==> src/rtl/sva_pkg.sv <==
// Shared types for the goto-repetition tracker: FSM states, slot record,
// per-thread result codes and the slot update rule used by scan and spawn.
package sva_pkg;

    typedef enum logic [1:0] {IDLE, SCAN, SPAWN} ctrl_fsm_t;

    typedef enum logic [1:0] {NONE, SUCC, FAIL} res_t;

    // Slot fields are carried at a fixed width so one struct serves every
    // parameterisation; HITS and MAX_LEN must stay below 2**SLOT_W.
    localparam int SLOT_W = 8;

    typedef logic [SLOT_W-1:0] slot_cnt_t;

    typedef struct packed {
        logic      active;
        slot_cnt_t hits;
        slot_cnt_t age;
    } slot_t;

    typedef struct packed {
        res_t  res;
        slot_t slot;
    } slot_upd_t;

    function automatic slot_upd_t slot_update(
        input slot_t     s,
        input logic      b,
        input slot_cnt_t hits_tgt,
        input slot_cnt_t max_len
    );
        slot_upd_t u;
        slot_cnt_t h;
        slot_cnt_t a;
        h = s.hits + slot_cnt_t'(b);
        a = s.age + slot_cnt_t'(1);
        u.res  = NONE;
        u.slot = '{active: 1'b1, hits: h, age: a};
        // Success wins over timeout when both land on the same sample.
        if (h == hits_tgt) begin
            u.res  = SUCC;
            u.slot = '0;
        end else if (a >= max_len) begin
            u.res  = FAIL;
            u.slot = '0;
        end
        return u;
    endfunction

endpackage

==> src/rtl/sva_goto_tracker_if.sv <==
// Control/status bundle of the tracker: sample strobes in, pulses and
// counters out. The bench drives the master side.
interface sva_goto_tracker_if #(
    parameter int NUM_THREADS = 4,
    parameter int CNT_WIDTH   = 16
);
    localparam int AC_W = $clog2(NUM_THREADS + 1);

    logic                 clr;
    logic                 sample_en;
    logic                 start;
    logic                 b;
    logic                 busy;
    logic                 succ;
    logic                 fail;
    logic                 overflow;
    logic                 overrun;
    logic [AC_W-1:0]      active_cnt;
    logic [CNT_WIDTH-1:0] succ_cnt;
    logic [CNT_WIDTH-1:0] fail_cnt;

    modport master (
        output clr, sample_en, start, b,
        input  busy, succ, fail, overflow, overrun, active_cnt, succ_cnt, fail_cnt
    );

    modport slave (
        input  clr, sample_en, start, b,
        output busy, succ, fail, overflow, overrun, active_cnt, succ_cnt, fail_cnt
    );
endinterface

==> src/rtl/sva_slot_alloc.sv <==
// Lowest-index free slot finder over the active vector.
module sva_slot_alloc #(
    parameter int NUM_THREADS = 4,
    parameter int IDX_W       = 2
) (
    input  logic [NUM_THREADS-1:0] active_i,
    output logic [IDX_W-1:0]       free_idx_o,
    output logic                   found_o
);
    // Walking downward leaves the lowest free index as the final winner.
    always_comb begin
        free_idx_o = '0;
        found_o    = 1'b0;
        for (int i = NUM_THREADS - 1; i >= 0; i--) begin
            if (!active_i[i]) begin
                free_idx_o = IDX_W'(i);
                found_o    = 1'b1;
            end
        end
    end
endmodule

==> src/rtl/sva_goto_tracker.sv <==
// Multi-thread checker for `start ##0 b[->HITS]` bounded to MAX_LEN samples;
// each accepted sample is applied to the live slots one per clock, then spawns.
module sva_goto_tracker
    import sva_pkg::*;
#(
    parameter int NUM_THREADS = 4,
    parameter int HITS        = 2,
    parameter int MAX_LEN     = 8,
    parameter int CNT_WIDTH   = 16
) (
    input logic               sys_clk,
    input logic               sys_rst_n,
    sva_goto_tracker_if.slave bus
);
    localparam int IDX_W = (NUM_THREADS > 1) ? $clog2(NUM_THREADS) : 1;
    localparam int AC_W  = $clog2(NUM_THREADS + 1);

    localparam slot_cnt_t       HITS_V     = slot_cnt_t'(HITS);
    localparam slot_cnt_t       MAXLEN_V   = slot_cnt_t'(MAX_LEN);
    localparam logic [IDX_W-1:0] LAST_IDX  = IDX_W'(NUM_THREADS - 1);
    localparam slot_t           SPAWN_SEED = '{active: 1'b1, hits: '0, age: '0};

    ctrl_fsm_t            state_q, state_d;
    logic [IDX_W-1:0]     idx_q, idx_d;
    logic                 b_s_q, start_s_q;
    slot_t                slots_q [NUM_THREADS];
    slot_t                slots_d [NUM_THREADS];
    logic [AC_W-1:0]      active_cnt_q;
    logic [CNT_WIDTH-1:0] succ_cnt_q, fail_cnt_q;

    logic [NUM_THREADS-1:0] active_vec;
    logic [IDX_W-1:0]       free_idx;
    logic                   found;
    slot_upd_t              upd;
    logic                   ovf;
    logic                   busy;
    logic                   succ_pulse, fail_pulse;

    function automatic logic [AC_W-1:0] popcount(input logic [NUM_THREADS-1:0] v);
        logic [AC_W-1:0] n;
        n = '0;
        for (int i = 0; i < NUM_THREADS; i++) n = n + AC_W'(v[i]);
        return n;
    endfunction

    always_comb begin
        for (int i = 0; i < NUM_THREADS; i++) active_vec[i] = slots_q[i].active;
    end

    sva_slot_alloc #(
        .NUM_THREADS(NUM_THREADS),
        .IDX_W      (IDX_W)
    ) u_alloc (
        .active_i  (active_vec),
        .free_idx_o(free_idx),
        .found_o   (found)
    );

    always_ff @(posedge sys_clk or negedge sys_rst_n) begin
        if (!sys_rst_n) begin
            state_q <= IDLE;
            idx_q   <= '0;
        end else if (bus.clr) begin
            state_q <= IDLE;
            idx_q   <= '0;
        end else begin
            state_q <= state_d;
            idx_q   <= idx_d;
        end
    end

    always_comb begin
        state_d = state_q;
        idx_d   = idx_q;
        case (state_q)
            IDLE: if (bus.sample_en) begin
                state_d = SCAN;
                idx_d   = '0;
            end
            SCAN: if (idx_q == LAST_IDX) state_d = SPAWN;
                  else                   idx_d   = idx_q + IDX_W'(1);
            SPAWN:   state_d = IDLE;
            default: state_d = IDLE;
        endcase
    end

    // Inactive slots still consume their scan cycle but produce no result.
    always_comb begin
        slots_d = slots_q;
        upd     = '0;
        ovf     = 1'b0;
        case (state_q)
            SCAN: if (slots_q[idx_q].active) begin
                upd            = slot_update(slots_q[idx_q], b_s_q, HITS_V, MAXLEN_V);
                slots_d[idx_q] = upd.slot;
            end
            SPAWN: if (start_s_q) begin
                upd = slot_update(SPAWN_SEED, b_s_q, HITS_V, MAXLEN_V);
                if (upd.res == NONE) begin
                    if (found) slots_d[free_idx] = upd.slot;
                    else       ovf               = 1'b1;
                end
            end
            default: ;
        endcase
    end

    assign busy       = (state_q != IDLE);
    assign succ_pulse = (upd.res == SUCC);
    assign fail_pulse = (upd.res == FAIL);

    always_ff @(posedge sys_clk or negedge sys_rst_n) begin
        if (!sys_rst_n) begin
            slots_q      <= '{default: '0};
            b_s_q        <= 1'b0;
            start_s_q    <= 1'b0;
            active_cnt_q <= '0;
            succ_cnt_q   <= '0;
            fail_cnt_q   <= '0;
        end else if (bus.clr) begin
            slots_q      <= '{default: '0};
            b_s_q        <= 1'b0;
            start_s_q    <= 1'b0;
            active_cnt_q <= '0;
            succ_cnt_q   <= '0;
            fail_cnt_q   <= '0;
        end else begin
            slots_q      <= slots_d;
            active_cnt_q <= popcount(active_vec);
            if (state_q == IDLE && bus.sample_en) begin
                b_s_q     <= bus.b;
                start_s_q <= bus.start;
            end
            if (succ_pulse && succ_cnt_q != '1) succ_cnt_q <= succ_cnt_q + CNT_WIDTH'(1);
            if (fail_pulse && fail_cnt_q != '1) fail_cnt_q <= fail_cnt_q + CNT_WIDTH'(1);
        end
    end

    assign bus.busy       = busy;
    assign bus.succ       = succ_pulse;
    assign bus.fail       = fail_pulse;
    assign bus.overflow   = ovf;
    assign bus.overrun    = bus.sample_en & busy;
    assign bus.active_cnt = active_cnt_q;
    assign bus.succ_cnt   = succ_cnt_q;
    assign bus.fail_cnt   = fail_cnt_q;

endmodule

==> src/flat_wrapper.sv <==
// flat-port wrapper written by rule: the top's interface ports become plain ports
module sva_goto_tracker_flat import sva_pkg::*;
#(
    parameter int NUM_THREADS = 4,
    parameter int HITS        = 2,
    parameter int MAX_LEN     = 8,
    parameter int CNT_WIDTH   = 16
)
  (sys_clk, sys_rst_n, bus_clr, bus_sample_en, bus_start, bus_b, bus_busy, bus_succ, bus_fail, bus_overflow, bus_overrun, bus_active_cnt, bus_succ_cnt, bus_fail_cnt);
  sva_goto_tracker_if #(.NUM_THREADS(NUM_THREADS), .CNT_WIDTH(CNT_WIDTH)) bus_i ();
  input logic sys_clk;
  input logic sys_rst_n;
  input wire logic [$bits(bus_i.clr)-1:0] bus_clr;
  input wire logic [$bits(bus_i.sample_en)-1:0] bus_sample_en;
  input wire logic [$bits(bus_i.start)-1:0] bus_start;
  input wire logic [$bits(bus_i.b)-1:0] bus_b;
  output wire logic [$bits(bus_i.busy)-1:0] bus_busy;
  output wire logic [$bits(bus_i.succ)-1:0] bus_succ;
  output wire logic [$bits(bus_i.fail)-1:0] bus_fail;
  output wire logic [$bits(bus_i.overflow)-1:0] bus_overflow;
  output wire logic [$bits(bus_i.overrun)-1:0] bus_overrun;
  output wire logic [$bits(bus_i.active_cnt)-1:0] bus_active_cnt;
  output wire logic [$bits(bus_i.succ_cnt)-1:0] bus_succ_cnt;
  output wire logic [$bits(bus_i.fail_cnt)-1:0] bus_fail_cnt;
  assign bus_i.clr = bus_clr;
  assign bus_i.sample_en = bus_sample_en;
  assign bus_i.start = bus_start;
  assign bus_i.b = bus_b;
  assign bus_busy = bus_i.busy;
  assign bus_succ = bus_i.succ;
  assign bus_fail = bus_i.fail;
  assign bus_overflow = bus_i.overflow;
  assign bus_overrun = bus_i.overrun;
  assign bus_active_cnt = bus_i.active_cnt;
  assign bus_succ_cnt = bus_i.succ_cnt;
  assign bus_fail_cnt = bus_i.fail_cnt;
  sva_goto_tracker #(.NUM_THREADS(NUM_THREADS), .HITS(HITS), .MAX_LEN(MAX_LEN), .CNT_WIDTH(CNT_WIDTH)) u_core (.sys_clk(sys_clk), .sys_rst_n(sys_rst_n), .bus(bus_i));
endmodule
==> config.mk <==
export PLATFORM = sky130hd
export DESIGN_NAME = sva_goto_tracker_flat
export DESIGN_NICKNAME = d
export VERILOG_FILES = /design/src/rtl/sva_pkg.sv /design/src/rtl/sva_goto_tracker_if.sv /design/src/rtl/sva_slot_alloc.sv /design/src/rtl/sva_goto_tracker.sv /design/src/flat_wrapper.sv
export SDC_FILE = /design/constraint.sdc
export NUM_CORES = 1
export LEC_CHECK = 0
export BUFFER_PORTS_ARGS = -buffer_cell sky130_fd_sc_hd__buf_2
export CORE_MARGIN = 8
export CORE_UTILIZATION = 48
export CTS_CLUSTER_DIAMETER = 120
export DETAILED_ROUTE_END_ITERATION = 16
export PLACE_DENSITY = 0.74
export SYNTH_ARGS = -nofsm -noshare
export SYNTH_HDL_FRONTEND = slang
export SYNTH_SLANG_ARGS = --single-unit
export TNS_END_PERCENT = 1
==> constraint.sdc <==
create_clock -name sys_clk -period 6.1 [get_ports sys_clk]
set_input_delay 1.83 -clock sys_clk [delete_from_list [all_inputs] [get_ports sys_clk]]
set_output_delay 1.83 -clock sys_clk [all_outputs]
set_load 0.02 [all_outputs]
==> results.md <==
- Outcome: finished, final reports clean
- Post-route ant nets: 0
- Fin util: 54.2%
- WL per Instance: 18.9 um
- Max_cap viols: 0
- Die Wd: 125 um
- Post-synthesis area per instance: 10.5 um2
- Remaining DRCs: 0
- Initial antenna violation count: 0
- Max clock buf depth: 2
- Crit path required time: 4270 ps
- Largest net degree at the start of global routing: 80
- Hold WC Path Type: reg2reg
- WP buf/inv: 1
- Slowest CP cell: dfrtp_1
- First-pass DRT Iterations: 5
- Critical Path End Type: output pin
- Via count: 4,606
- Synth async-reset ratio: between 90% and 100%
- Share of cells above drive strength 1: a little under a fifth
- Syn. warnings: 0
- I/O pins: 46
- First-pass GRT wire length: 23,600 um
- Vias/cell: a little over 6
- Clk pin slew, worst setup/hold paths: ~70 ps
- Post-synth EDFFs: 0
- Diode count: 0
- Crit Path Class: reg2out
- CTS tree: yes
- Fill cells: 995
- Synth cell types: 57
- Crit path max fanout: 9
- Power Dens Cells: 234 nW/um2
- Fmax: 184 MHz
- Vias in the first global route: 4,631
- Synthesized instance count: 548
- Die height: 125 um
- Post-CTS Setup Bufs: 0
- Global-route usage over all layers: approximately 18%
- Die area: 15,700 um2
- Critical path arrival: 3600 ps
- Initial Util: roughly half
- #FFs+latches synth: 109
- Detailed Place HPWL: 9680 um
- Worst Tran Pin Value: 1240 ps
- Port-buffer cells: 45
- Clock sinks: 109
- Top delay family on crit path: simple AND/OR/NAND/NOR gates
- CP cell instances: mux4_2, ha_1, ha_1, nor2b_1, o2111ai_2, or2_0, nor2_1, buf_2
- Max-slew violation count: 0
- Clk Latency, worst-skew pair: between 300 and 400 ps
- Register area: between 2000 and 3000 um2
- Synthesized area: between 5000 and 6000 um2
- Synth Net Count: 571
- Multi-input logic area: 2870 um2
- Max incr delay on CP: 660 ps
- CTS Buf Count: 9
- Most Frequent Cell on Critical Path: ha_1
- Hold Buf Count CTS: 0
- Routability cong.: about 0.90
- H-Tree Depth: 3
- Row count: 40
- Top cells by area, synth: dfrtp_1 (47%), mux4_2 (6.7%), nor2_1 (3.8%)
- Critical path startpoint category: flip-flop
- Area growth syn-to-layout: 11.9%
- Nets: between 600 and 700
- Setup-failing EPs final: 0
- Core area: 11,900 um2
- Tmin final: 5430 ps
- WL final: 14,000 um
- Global route overflow: 0
- TNS Setup: 0 ps
- Initial DRC count: approximately 460
- Leading area contributor after synthesis: dfrtp_1
- Fin crit share: slightly below 90%
- Max-Slew Margin vs Limit: ~17%
- Post-synth top area share: around 47%
- VDD IR max: around 0.13 mV
- Root Driver: clkbuf_16
- Static Leakage: approximately 2.9 nW
- Cts repair resizes: 0
- Sequential share of the synthesized area: 47.5%
- Main synth FF type: dfrtp_1
- Final hold vios: 0
- Clock skew: 10.8 ps
- Unrepaired setup endpoints after global routing: no
==> flip-flops by register name, summed over array words and instances, names as in the netlist <==
signal / cells
u_core.bus.active_cnt: 3
u_core.idx_q: 2
u_core.start_s_q: 1
u_core.bus.succ_cnt: 16
u_core.b_s_q: 1
u_core.slots_q: 64
u_core.bus.fail_cnt: 16
u_core.active_vec: 4
u_core.state_q: 2
==> Yosys cell counts, types with 2 or more instances <==
master	number
a211o_1	2
a211oi_1	2
a21o_1	2
a21oi_1	27
a22o_1	21
a22oi_1	2
a31o_2	2
a32o_1	7
and2_1	26
and3_1	3
and4_1	3
buf_1	3
buf_2	5
clkbuf_1	14
dfrtp_1	109
ha_1	16
inv_1	13
mux2_2	16
mux2i_1	2
mux4_2	17
nand2_1	42
nand2b_1	4
nand3_1	21
nand4_1	11
nand4b_1	2
nor2_1	58
nor2b_1	21
nor3_1	14
nor3b_1	2
nor4_1	6
o21a_1	2
o21ai_0	17
o31ai_1	9
o41ai_1	3
or3_1	5
or4_1	7
xnor2_1	9
xor2_1	4
==> worst register-to-register path, stage by stage, from the launching register on <==
cell,delay (ps)
dfrtp_1,660
mux4_2,570
ha_1,260
ha_1,410
nor2b_1,260
o2111ai_2,330
nor4_1,760
nand3_1,170
mux2_2,300
==> report_power, final <==
| group | switching [mW] | internal [mW] |
|---|---|---|
| registers | 0.0101 | 0.731 |
| logic | 0.0989 | 0.0459 |
| clock network | 0.272 | 0.346 |
| total | 0.381 | 1.12 |
==> logic make-up (layout without fill, tap and decap cells) <==
kind of cell             count (synthesis)  after routing  share of synthesized area [%]
AO/OA/AOI/OAI                          108            108                           13.5
XOR/XNOR                                13             13                           1.98
adder cells (fa/ha/maj)                 17             17                           3.83
buffers and inverters                   36             81                           2.59
flip-flops                             109            109                           47.5
multiplexers                            35             35                           10.1
AND/OR/NAND/NOR                        230            230                           20.5
==> routing by layer <==
layer	vias up	GRT usage, %	wire [um]
li1	2084	-	-
met1	2324	23.2	6090
met2	174	29.1	6710
met3	24	4.93	954
met4	0	6.30	263
met5	-	0	0
==> final timing paths <==
check / slack [ps] / end / depth (start not counted) / start
min: 490 / u_core.slots_q[30] / 2 / u_core.slots_q[30]
min reg2reg: 490 / u_core.slots_q[30] / 2 / u_core.slots_q[30]
max in group asynchronous: 3440 / u_core.slots_q[49] / 2 / sys_rst_n
max reg2reg: 2280 / u_core.bus.succ_cnt[15] / 8 / u_core.idx_q[0]
min in group asynchronous: 1650 / u_core.bus.succ_cnt[9] / 1 / sys_rst_n
max: 670 / bus_succ / 8 / u_core.idx_q[0]
==> layout make-up <==
cell class                      count  area share, %
Multi-Input combinational cell    403           44.6
Sequential cell                   109           42.4
Timing Repair Buffer               52           4.36
Clock buffer                       11           3.93
Tap cell                          147           2.86
Clock inverter                      5           1.03
Inverter                           13          0.759
==> placed cells by master (no fill, tap or decap), types with 3 or more instances in the layout <==
cell type / n
dfrtp_1: 109
nor2_1: 58
buf_2: 44
nand2_1: 42
a21oi_1: 27
and2_1: 26
nor2b_1: 21
nand3_1: 21
a22o_1: 21
mux4_2: 17
o21ai_0: 17
mux2_2: 16
ha_1: 16
nor3_1: 14
inv_1: 13
nand4_1: 11
xnor2_1: 9
o31ai_1: 9
clkbuf_16: 9
buf_4: 8
or4_1: 7
a32o_1: 7
nor4_1: 6
or3_1: 5
xor2_1: 4
nand2b_1: 4
and3_1: 3
o41ai_1: 3
and4_1: 3
==> stage by stage <==
step           hold slack, ps  setup WS (ps)  std cells  total power [mW]  instance area [um2]
3_5_place_dp              467           1060        724             0.898                 6110
6_report                  486            673        740              1.50                 6430
3_3_place_gp              461           1170        724             0.893                 6110
5_1_grt                   504            451        740              1.55                 6430
4_1_cts                   483            674        740              1.51                 6430
2_1_floorplan             443           1150        548             0.849                 5750
No activity file was read; power rests on OpenSTA's default activity.
